**config.mk**
```make
export PLATFORM = sky130hd
export DESIGN_NAME = ps2_host_tx
export DESIGN_NICKNAME = d
export VERILOG_FILES = /design/src/rtl/ps2_host_tx.sv
export SDC_FILE = /design/constraint.sdc
export NUM_CORES = 1
export LEC_CHECK = 0
export ABC_AREA = 0
export BUFFER_PORTS_ARGS = -buffer_cell sky130_fd_sc_hd__buf_2
export CORE_MARGIN = 5
export CORE_UTILIZATION = 58
export DETAILED_ROUTE_END_ITERATION = 12
export PLACE_DENSITY = 0.77
export SLEW_MARGIN = 10
export SYNTH_ARGS = -nofsm -noshare
export SYNTH_HDL_FRONTEND = slang
export SYNTH_SLANG_ARGS = --single-unit
export TNS_END_PERCENT = 10
```
**constraint.sdc**
```tcl
create_clock -name clk -period 4.8 [get_ports clk]
set_clock_uncertainty 0.05 [all_clocks]
set_input_delay 0.24 -clock clk [delete_from_list [all_inputs] [get_ports clk]]
set_output_delay 0.24 -clock clk [all_outputs]
set_load 0.05 [all_outputs]
```
**src/rtl/ps2_host_tx.sv**
```systemverilog
// Host-to-device PS/2 transmitter: inhibits the bus, requests to send, shifts a
// byte plus odd parity on device clocks, presents the stop bit and checks the device ACK.
module ps2_host_tx #(
  parameter int INHIBIT_CYCLES = 5000,
  parameter int RTS_CYCLES     = 50,
  parameter int TIMEOUT_CYCLES = 750000,
  parameter int FILTER_LEN     = 8
) (
  input  logic       clk,
  input  logic       rst,
  input  logic       ps2_clk_i,
  input  logic       ps2_data_i,
  output logic       ps2_clk_oe,
  output logic       ps2_data_oe,
  input  logic       wr,
  input  logic [7:0] din,
  output logic       busy,
  output logic       done,
  output logic       err
);

  localparam int MAX_A   = (INHIBIT_CYCLES > RTS_CYCLES) ? INHIBIT_CYCLES : RTS_CYCLES;
  localparam int MAX_CYC = (MAX_A > TIMEOUT_CYCLES) ? MAX_A : TIMEOUT_CYCLES;
  localparam int CNT_W   = $clog2(MAX_CYC + 1);

  localparam logic [CNT_W-1:0] INH_LAST = CNT_W'(INHIBIT_CYCLES - 1);
  localparam logic [CNT_W-1:0] RTS_LAST = CNT_W'(RTS_CYCLES - 1);
  localparam logic [CNT_W-1:0] TO_LAST  = CNT_W'(TIMEOUT_CYCLES - 1);

  typedef enum logic [2:0] {
    S_IDLE,
    S_INHIBIT,
    S_RTS,
    S_SEND,
    S_STOP,
    S_ACK,
    S_WAITIDLE
  } state_t;

  logic                  clk_sync_p0, clk_sync_p1;
  logic                  data_sync_p0, data_sync_p1;
  logic [FILTER_LEN-1:0] clk_hist_p2;
  logic                  clk_filt_p3;
  logic                  fall_p3;

  state_t                state, state_nxt;
  logic [CNT_W-1:0]      cnt, cnt_nxt;
  logic [3:0]            bitcnt, bitcnt_nxt;
  logic [8:0]            shreg, shreg_nxt;
  logic                  done_nxt, err_nxt;
  logic                  timeout;

  // Stage p0/p1: two-flop synchronizers for the asynchronous pad inputs
  always_ff @(posedge clk) begin
    if (rst) begin
      clk_sync_p0  <= 1'b1;
      clk_sync_p1  <= 1'b1;
      data_sync_p0 <= 1'b1;
      data_sync_p1 <= 1'b1;
    end else begin
      clk_sync_p0  <= ps2_clk_i;
      clk_sync_p1  <= clk_sync_p0;
      data_sync_p0 <= ps2_data_i;
      data_sync_p1 <= data_sync_p0;
    end
  end

  // Stage p2/p3: the filtered clock only moves once the whole history agrees;
  // fall is registered alongside so it coincides with the filtered 1->0 change
  always_ff @(posedge clk) begin
    if (rst) begin
      clk_hist_p2 <= '1;
      clk_filt_p3 <= 1'b1;
      fall_p3     <= 1'b0;
    end else begin
      clk_hist_p2 <= {clk_hist_p2[FILTER_LEN-2:0], clk_sync_p1};
      fall_p3     <= clk_filt_p3 & ~(|clk_hist_p2);
      if (&clk_hist_p2)
        clk_filt_p3 <= 1'b1;
      else if (~(|clk_hist_p2))
        clk_filt_p3 <= 1'b0;
    end
  end

  assign timeout = (cnt == TO_LAST);

  always_comb begin
    state_nxt   = state;
    cnt_nxt     = cnt + CNT_W'(1);
    bitcnt_nxt  = bitcnt;
    shreg_nxt   = shreg;
    done_nxt    = 1'b0;
    err_nxt     = 1'b0;
    ps2_clk_oe  = 1'b0;
    ps2_data_oe = 1'b0;
    busy        = (state != S_IDLE);

    case (state)
      S_IDLE: begin
        cnt_nxt = '0;
        if (wr) begin
          shreg_nxt = {~^din, din};
          state_nxt = S_INHIBIT;
        end
      end
      S_INHIBIT: begin
        ps2_clk_oe = 1'b1;
        if (cnt == INH_LAST) begin
          cnt_nxt   = '0;
          state_nxt = S_RTS;
        end
      end
      S_RTS: begin
        ps2_clk_oe  = 1'b1;
        ps2_data_oe = 1'b1;
        if (cnt == RTS_LAST) begin
          cnt_nxt    = '0;
          bitcnt_nxt = 4'd0;
          state_nxt  = S_SEND;
        end
      end
      S_SEND: begin
        ps2_data_oe = ~shreg[0];
        if (timeout) begin
          err_nxt   = 1'b1;
          state_nxt = S_IDLE;
        end else if (fall_p3) begin
          cnt_nxt = '0;
          if (bitcnt == 4'd8) begin
            state_nxt = S_STOP;
          end else begin
            shreg_nxt  = {1'b1, shreg[8:1]};
            bitcnt_nxt = bitcnt + 4'd1;
          end
        end
      end
      S_STOP: begin
        if (timeout) begin
          err_nxt   = 1'b1;
          state_nxt = S_IDLE;
        end else if (fall_p3) begin
          cnt_nxt   = '0;
          state_nxt = S_ACK;
        end
      end
      S_ACK: begin
        if (timeout) begin
          err_nxt   = 1'b1;
          state_nxt = S_IDLE;
        end else begin
          if (fall_p3)
            cnt_nxt = '0;
          // The device drives ACK before its final falling edge, so the first
          // low cycle of the filtered clock already sees it
          if (!clk_filt_p3) begin
            if (!data_sync_p1) begin
              state_nxt = S_WAITIDLE;
            end else begin
              err_nxt   = 1'b1;
              state_nxt = S_IDLE;
            end
          end
        end
      end
      S_WAITIDLE: begin
        if (timeout) begin
          err_nxt   = 1'b1;
          state_nxt = S_IDLE;
        end else if (clk_filt_p3 && data_sync_p1) begin
          done_nxt  = 1'b1;
          state_nxt = S_IDLE;
        end
      end
      default: begin
        state_nxt = S_IDLE;
      end
    endcase
  end

  always_ff @(posedge clk) begin
    if (rst) begin
      state  <= S_IDLE;
      cnt    <= '0;
      bitcnt <= 4'd0;
      done   <= 1'b0;
      err    <= 1'b0;
    end else begin
      state  <= state_nxt;
      cnt    <= cnt_nxt;
      bitcnt <= bitcnt_nxt;
      done   <= done_nxt;
      err    <= err_nxt;
    end
  end

  always_ff @(posedge clk) begin
    shreg <= shreg_nxt;
  end

endmodule

```
==> flow_metrics.tcl, run 1 <==
set metrics [dict create \
    min_path_cells 2 \
    seq_area_frac_synth_pct 41.4 \
    rows 25 \
    worst-path-stages 7 \
    fin_crit_ps 2580 \
    status "finished clean" \
    overflow 0 \
    setup_viol 0 \
    fmax_mhz 388 \
    synth-simple-area-share_pct 27.6 \
    synth_compound_area_share_pct 13.3 \
    diodes 0 \
    path_max_fanout 11 \
    relSlewSlack_pct 45.6 \
    cts_setup_buffers 0 \
    hold_path_class "primary input to flop" \
    ctsRootBufferMaster "clkbuf_8" \
    synth-edff-count 9 \
    drtAntennaViolNets 0 \
    synthXorXnorAreaFrac_pct 8.34 \
    ys.flop_type "dfxtp_1" \
    fin_util_pct 62.1 \
    wl_per_cell_microns 14.4 \
    leakagePower_nw 0.990 \
    tightest_slew_ps 816 \
    holdPathEnd "clk_sync_p0" \
    slowest_delay_ps 600 \
    drive_gt1_share_pct 16.8 \
    synth_nets 316 \
    power_density_nw_per_um2 381 \
    ctsResizeCount 0 \
    syn_avg_cell_area_sq_um 9.13 \
    use_met2_pct 28.9 \
    syn-cell-area_sq_um 2730 \
    hold_viol 0 \
    crit_type "flop to flop" \
    reg2reg_to "cnt[4]" \
    die_w_microns 78.6 \
    core_sq_um 4630 \
    reg2reg_slack_ps 2220 \
    synth_cells 299 \
    drc_errors 0 \
    grt_pass1_wl_microns 9130 \
    clk_latency_ps 310 \
    cts_tree "built" \
    maxSlewViolCount 0 \
    crit_chain "ha_1, or3b_2, nor4_4, a21oi_1, o21ai_1, buf_4, a211oi_1" \
    grt_use_total_pct 18.2 \
    layout.nets 325 \
    nFillCells 402 \
    drt_iter0_markers 165 \
    cp.buffers_inverters 1 \
    critPathSlowestCell "o21ai_1" \
    ys_types 55 \
    dieArea_sq_um 6180 \
    grt_max_degree 46 \
    io_buffers 17 \
    cts_sinks 52 \
    ios 18 \
    setup_tns_ps 0 \
    antenna_found_initial 0 \
    crit_arrival_ps 2690 \
    synth_adder_area_share_pct 1.83 \
    firstDrtPassIters 4 \
    cts-buffers-inserted 5 \
    power.total_w 0.00109 \
    start_util_pct 58.9 \
    rsz0062_at_grt "false" \
    peakVddDrop_mv 0.251 \
    use_met3_pct 4.13 \
    synthMuxAreaShare_pct 1.93 \
    area_growth_pct 5.27 \
    via_per_inst 5.92 \
    vias 2148 \
    yosysWarnings 0 \
    async_reset_ff_share_pct 0 \
    ctsHoldBuffers 0 \
    worstHoldStart "ps2_clk_i" \
    worstPathRequired_ps 4900 \
    synth_top_family_by_area "simple AND/OR/NAND/NOR gates" \
    ys_ff_latch 52 \
    whs_ps 56.5 \
    grt_pass1_vias 2021 \
    gp_congestion 0.853 \
    period_share_pct 53.8 \
    r2r_start "cnt[0]" \
    ctsHtreeMaxLevel 2 \
    grt-busiest-layer "met2" \
    fp.dieH_microns 78.6 \
    end_kind "flop" \
    crit_family "compound AO/OA/AOI/OAI gates" \
    grt_use_met1_pct 24.7 \
    critPathLaunchType "flop" \
    maxCapViolations 0 \
    r2r_cells 7 \
    routed_wl_microns 5240 \
    path_clk_slew_ps 100 \
    clockBufferDepth 2 \
    place_hpwl_microns 3610 \
]
worst register-to-register path, cell delays in order, from the launching register on:
cell and delay, ps:
dfxtp_1 410, ha_1 160, or3b_2 490, nor4_4 200, a21oi_1 110, o21ai_1 600
buf_4 310, a211oi_1 100
cells in the final DEF (no fill, tap or decap), types with 4 or more instances in the layout:
cell / instances
nor4_1: 7
a21oi_1: 7
nor3_1: 6
nand2_1: 45
or2_2: 13
edfxtp_1: 9
xor2_1: 9
ha_1: 4
a211oi_1: 22
nand3_1: 7
a31oi_1: 5
dfxtp_1: 43
buf_2: 17
xnor2_1: 17
nor2_1: 13
o21ai_0: 5
nand4_1: 12
inv_1: 8
clkbuf_8: 5
kinds of logic (layout without fill, tap and decap cells):
family / after synthesis / in the layout
muxes: 5 / 5
xor gates and xnor gates: 26 / 26
adders and majority gates: 4 / 4
AOI/OAI and AO/OA: 52 / 52
and+or+nand+nor: 135 / 135
DFF: 52 / 52
buffers and inverters: 25 / 35
synthesized netlist by cell type (2+ instances only):
library cell	number	share of area, %
edfxtp_1	9	9.9
buf_2	4	0.73
a21oi_1	7	1.3
or2_2	13	3.0
o211ai_1	2	0.55
nand4_1	12	2.8
or3_2	2	0.55
dfxtp_1	43	32
nor2_1	13	1.8
xnor2_1	17	5.5
nand3b_1	2	0.55
ha_1	4	1.8
a22oi_1	3	0.83
and2_1	3	0.69
nand3_1	7	1.3
nor4_1	7	1.6
a211oi_1	22	6.1
clkbuf_1	6	0.83
xor2_1	9	2.9
o21ai_0	5	0.92
a31oi_1	5	1.1
and3_1	2	0.46
nand2_1	45	6.2
buf_6	5	2.1
and3b_1	2	0.64
or4_4	3	1.2
nor3_1	6	1.1
inv_1	8	1.1
and4b_1	2	0.73
nor3b_1	2	0.55
nand2b_1	3	0.69
mux2i_1	3	1.1
report_power, final:
group | internal, W | switching, W | total [W]
Sequential | 0.000494 | 0.0000466 | 0.000540
Clock | 0.000107 | 0.000150 | 0.000257
Combinational | 0.0000980 | 0.000199 | 0.000297
sequential cells by signal (all words and copies together) (netlist names), 3 cells and up:
name	flops
cnt	20
shreg	9
clk_hist_p2	8
bitcnt	4
state	3
final cells by class:
type,instances,area [sq um],area share (%)
Tap cell,54,67.6,2.35
Inverter,8,30.0,1.05
Sequential cell,52,1130,39.4
Multi-Input combinational cell,222,1450,50.4
Timing Repair Buffer,19,100,3.48
Clock buffer,5,68.8,2.40
Clock inverter,3,27.5,0.958
worst max path at each step:
stage	from	endpoint
6_report	cnt[0]	cnt[4]
5_1_grt	cnt[0]	cnt[4]
4_1_cts	cnt[0]	cnt[4]
3_5_place_dp	cnt[0]	cnt[4]
3_3_place_gp	cnt[0]	cnt[7]
2_1_floorplan	cnt[0]	shreg[0]
per-stage QoR:
stage          instance area [sq um]  setup slack [ps]  cells
2_1_floorplan                   2730              2850    299
3_3_place_gp                    2780              2300    355
3_5_place_dp                    2780              2250    355
4_1_cts                         2870              2230    363
5_1_grt                         2870              2010    363
6_report                        2870              2220    363
layer usage:
layer | routed length (microns) | part of all wire, % | vias to the layer above
met2 | 2490 | 48 | 43
met3 | 218 | 4.2 | 6
met1 | 2480 | 47 | 1006
met4 | 56 | 1.1 | 0
li1 | - | - | 1093
met5 | 0 | 0 | -
(Power assumes the default switching activity.)
==> inputs of run 2 (changes only) <==
==> constraint.sdc (replaced) <==
create_clock -name clk -period 2.6 [get_ports clk]
set_clock_uncertainty 0.05 [all_clocks]
set_input_delay 0.13 -clock clk [delete_from_list [all_inputs] [get_ports clk]]
set_output_delay 0.13 -clock clk [all_outputs]
set_load 0.05 [all_outputs]
==> flow_metrics.tcl, run 2 (synthesized netlist as in run 1, its figures left out) <==
set metrics [dict create \
    peakVddDrop_mv 0.383 \
    period_share_pct 87.0 \
    crit_type "flop to flop" \
    fin_crit_ps 2260 \
    grt_max_degree 46 \
    critPathLaunchType "flop" \
    drc_errors 0 \
    pre_cts_ws_ps 305 \
    wl_per_cell_microns 14.6 \
    status "finished clean" \
    clockBufferDepth 2 \
    relSlewSlack_pct 42.8 \
    path_clk_slew_ps 100 \
    whs_ps 59.3 \
    power_density_nw_per_um2 705 \
    grt_use_total_pct 19.1 \
    fp.dieH_microns 78.6 \
    path_max_fanout 12 \
    leakagePower_nw 1.02 \
    setup_viol 0 \
    maxSlewViolCount 0 \
    clk_latency_ps 310 \
    dieArea_sq_um 6180 \
    layout_common_cells "nand2_1 (45), dfxtp_1 (43), a211oi_1 (22)" \
    top_regs "cnt x20, shreg x9, clk_hist_p2 x8" \
    grt_pass1_vias 2050 \
    firstDrtPassIters 4 \
    vias 2158 \
    rows 25 \
    final_common_cell "nand2_1" \
    hold_viol 0 \
    layout.nets 331 \
    crit_arrival_ps 2160 \
    start_util_pct 58.9 \
    die_w_microns 78.6 \
    drt_iter0_markers 147 \
    layout_setup_ws_ps 338 \
    largest_reg_flops 20 \
    critPathSlowestCell "a21oi_1" \
    area_growth_pct 7.06 \
    ctsRootBufferMaster "clkbuf_8" \
    drive_gt1_share_pct 17.8 \
    diodes 0 \
    hold_path_class "primary input to flop" \
    place_hpwl_microns 3730 \
    overflow 0 \
    slowest_delay_ps 690 \
    core_sq_um 4630 \
    antenna_found_initial 0 \
    grt_pass1_wl_microns 9470 \
    cts_sinks 52 \
    cts-buffers-inserted 5 \
    tightest_slew_ps 858 \
    drtAntennaViolNets 0 \
    io_buffers 17 \
    cts_setup_buffers 0 \
    largest-register "cnt" \
    ctsHtreeMaxLevel 2 \
    worstPathRequired_ps 2500 \
    fmax_mhz 442 \
    gp_congestion 0.827 \
    maxCapViolations 0 \
    crit_chain "and3b_1, a22oi_1, a21oi_1" \
    cts_tree "built" \
    ios 18 \
    via_per_inst 5.85 \
    rsz0062_at_grt "false" \
    setup_tns_ps 0 \
    end_kind "flop" \
    routed_wl_microns 5400 \
]
run 2: power by group:
group	internal, W	total [W]	leakage [nW]	switching, W
registers	0.000912	0.000972	0.435	0.0000604
logic	0.000203	0.000608	0.539	0.000404
clock network	0.000199	0.000480	0.0506	0.000281
total	0.00131	0.00206	1.02	0.000745
run 2: per-stage QoR:
stage	total power [W]	instances	utilization (%)	cell area (sq um)
finish	0.00206	369	63.1	2920
global route	0.00218	369	63.1	2920
CTS	0.00208	369	63.1	2920
detailed placement	0.00159	359	60.6	2810
global placement	0.00158	359	60.6	2810
floorplan	0.00147	299	-	2730
run 2: metal layers:
metal | global-route usage, % | wire (microns) | share of wire [%]
met5 | 0 | 0 | 0
met4 | 5.77 | 68 | 1.3
met3 | 4.24 | 209 | 3.9
met2 | 29.5 | 2540 | 47
met1 | 26.6 | 2590 | 48
run 2: timing repair:
item,CTS,global route
hold endpoints to repair,2,0
hold buffers,2,0
resized for setup,0,0
run 2: worst max-delay path: cells and delay by family, from the launching register on:
kind / cells / cell delay (ps)
compound gates: 2 / 810
flops: 1 / 540
simple gates: 1 / 490
run 2: path summary, 6_finish.rpt:
path,startpoint,end,slack [ps],depth (start not counted)
worst max-delay path,state[1],shreg[6],340,3
worst min-delay path,din[7],shreg[7],60,3
worst max register to register,state[1],shreg[6],340,3
worst min register to register,data_sync_p0,data_sync_p1,370,1
run 2: final cells by class:
type	count	area [sq um]
tap	54	67.6
clock inverter	3	26.3
multi-input combinational	222	1450
sequential	52	1130
inverter	8	30.0
clock buffer	5	68.8
timing repair buffer	25	150
fill	408	1710
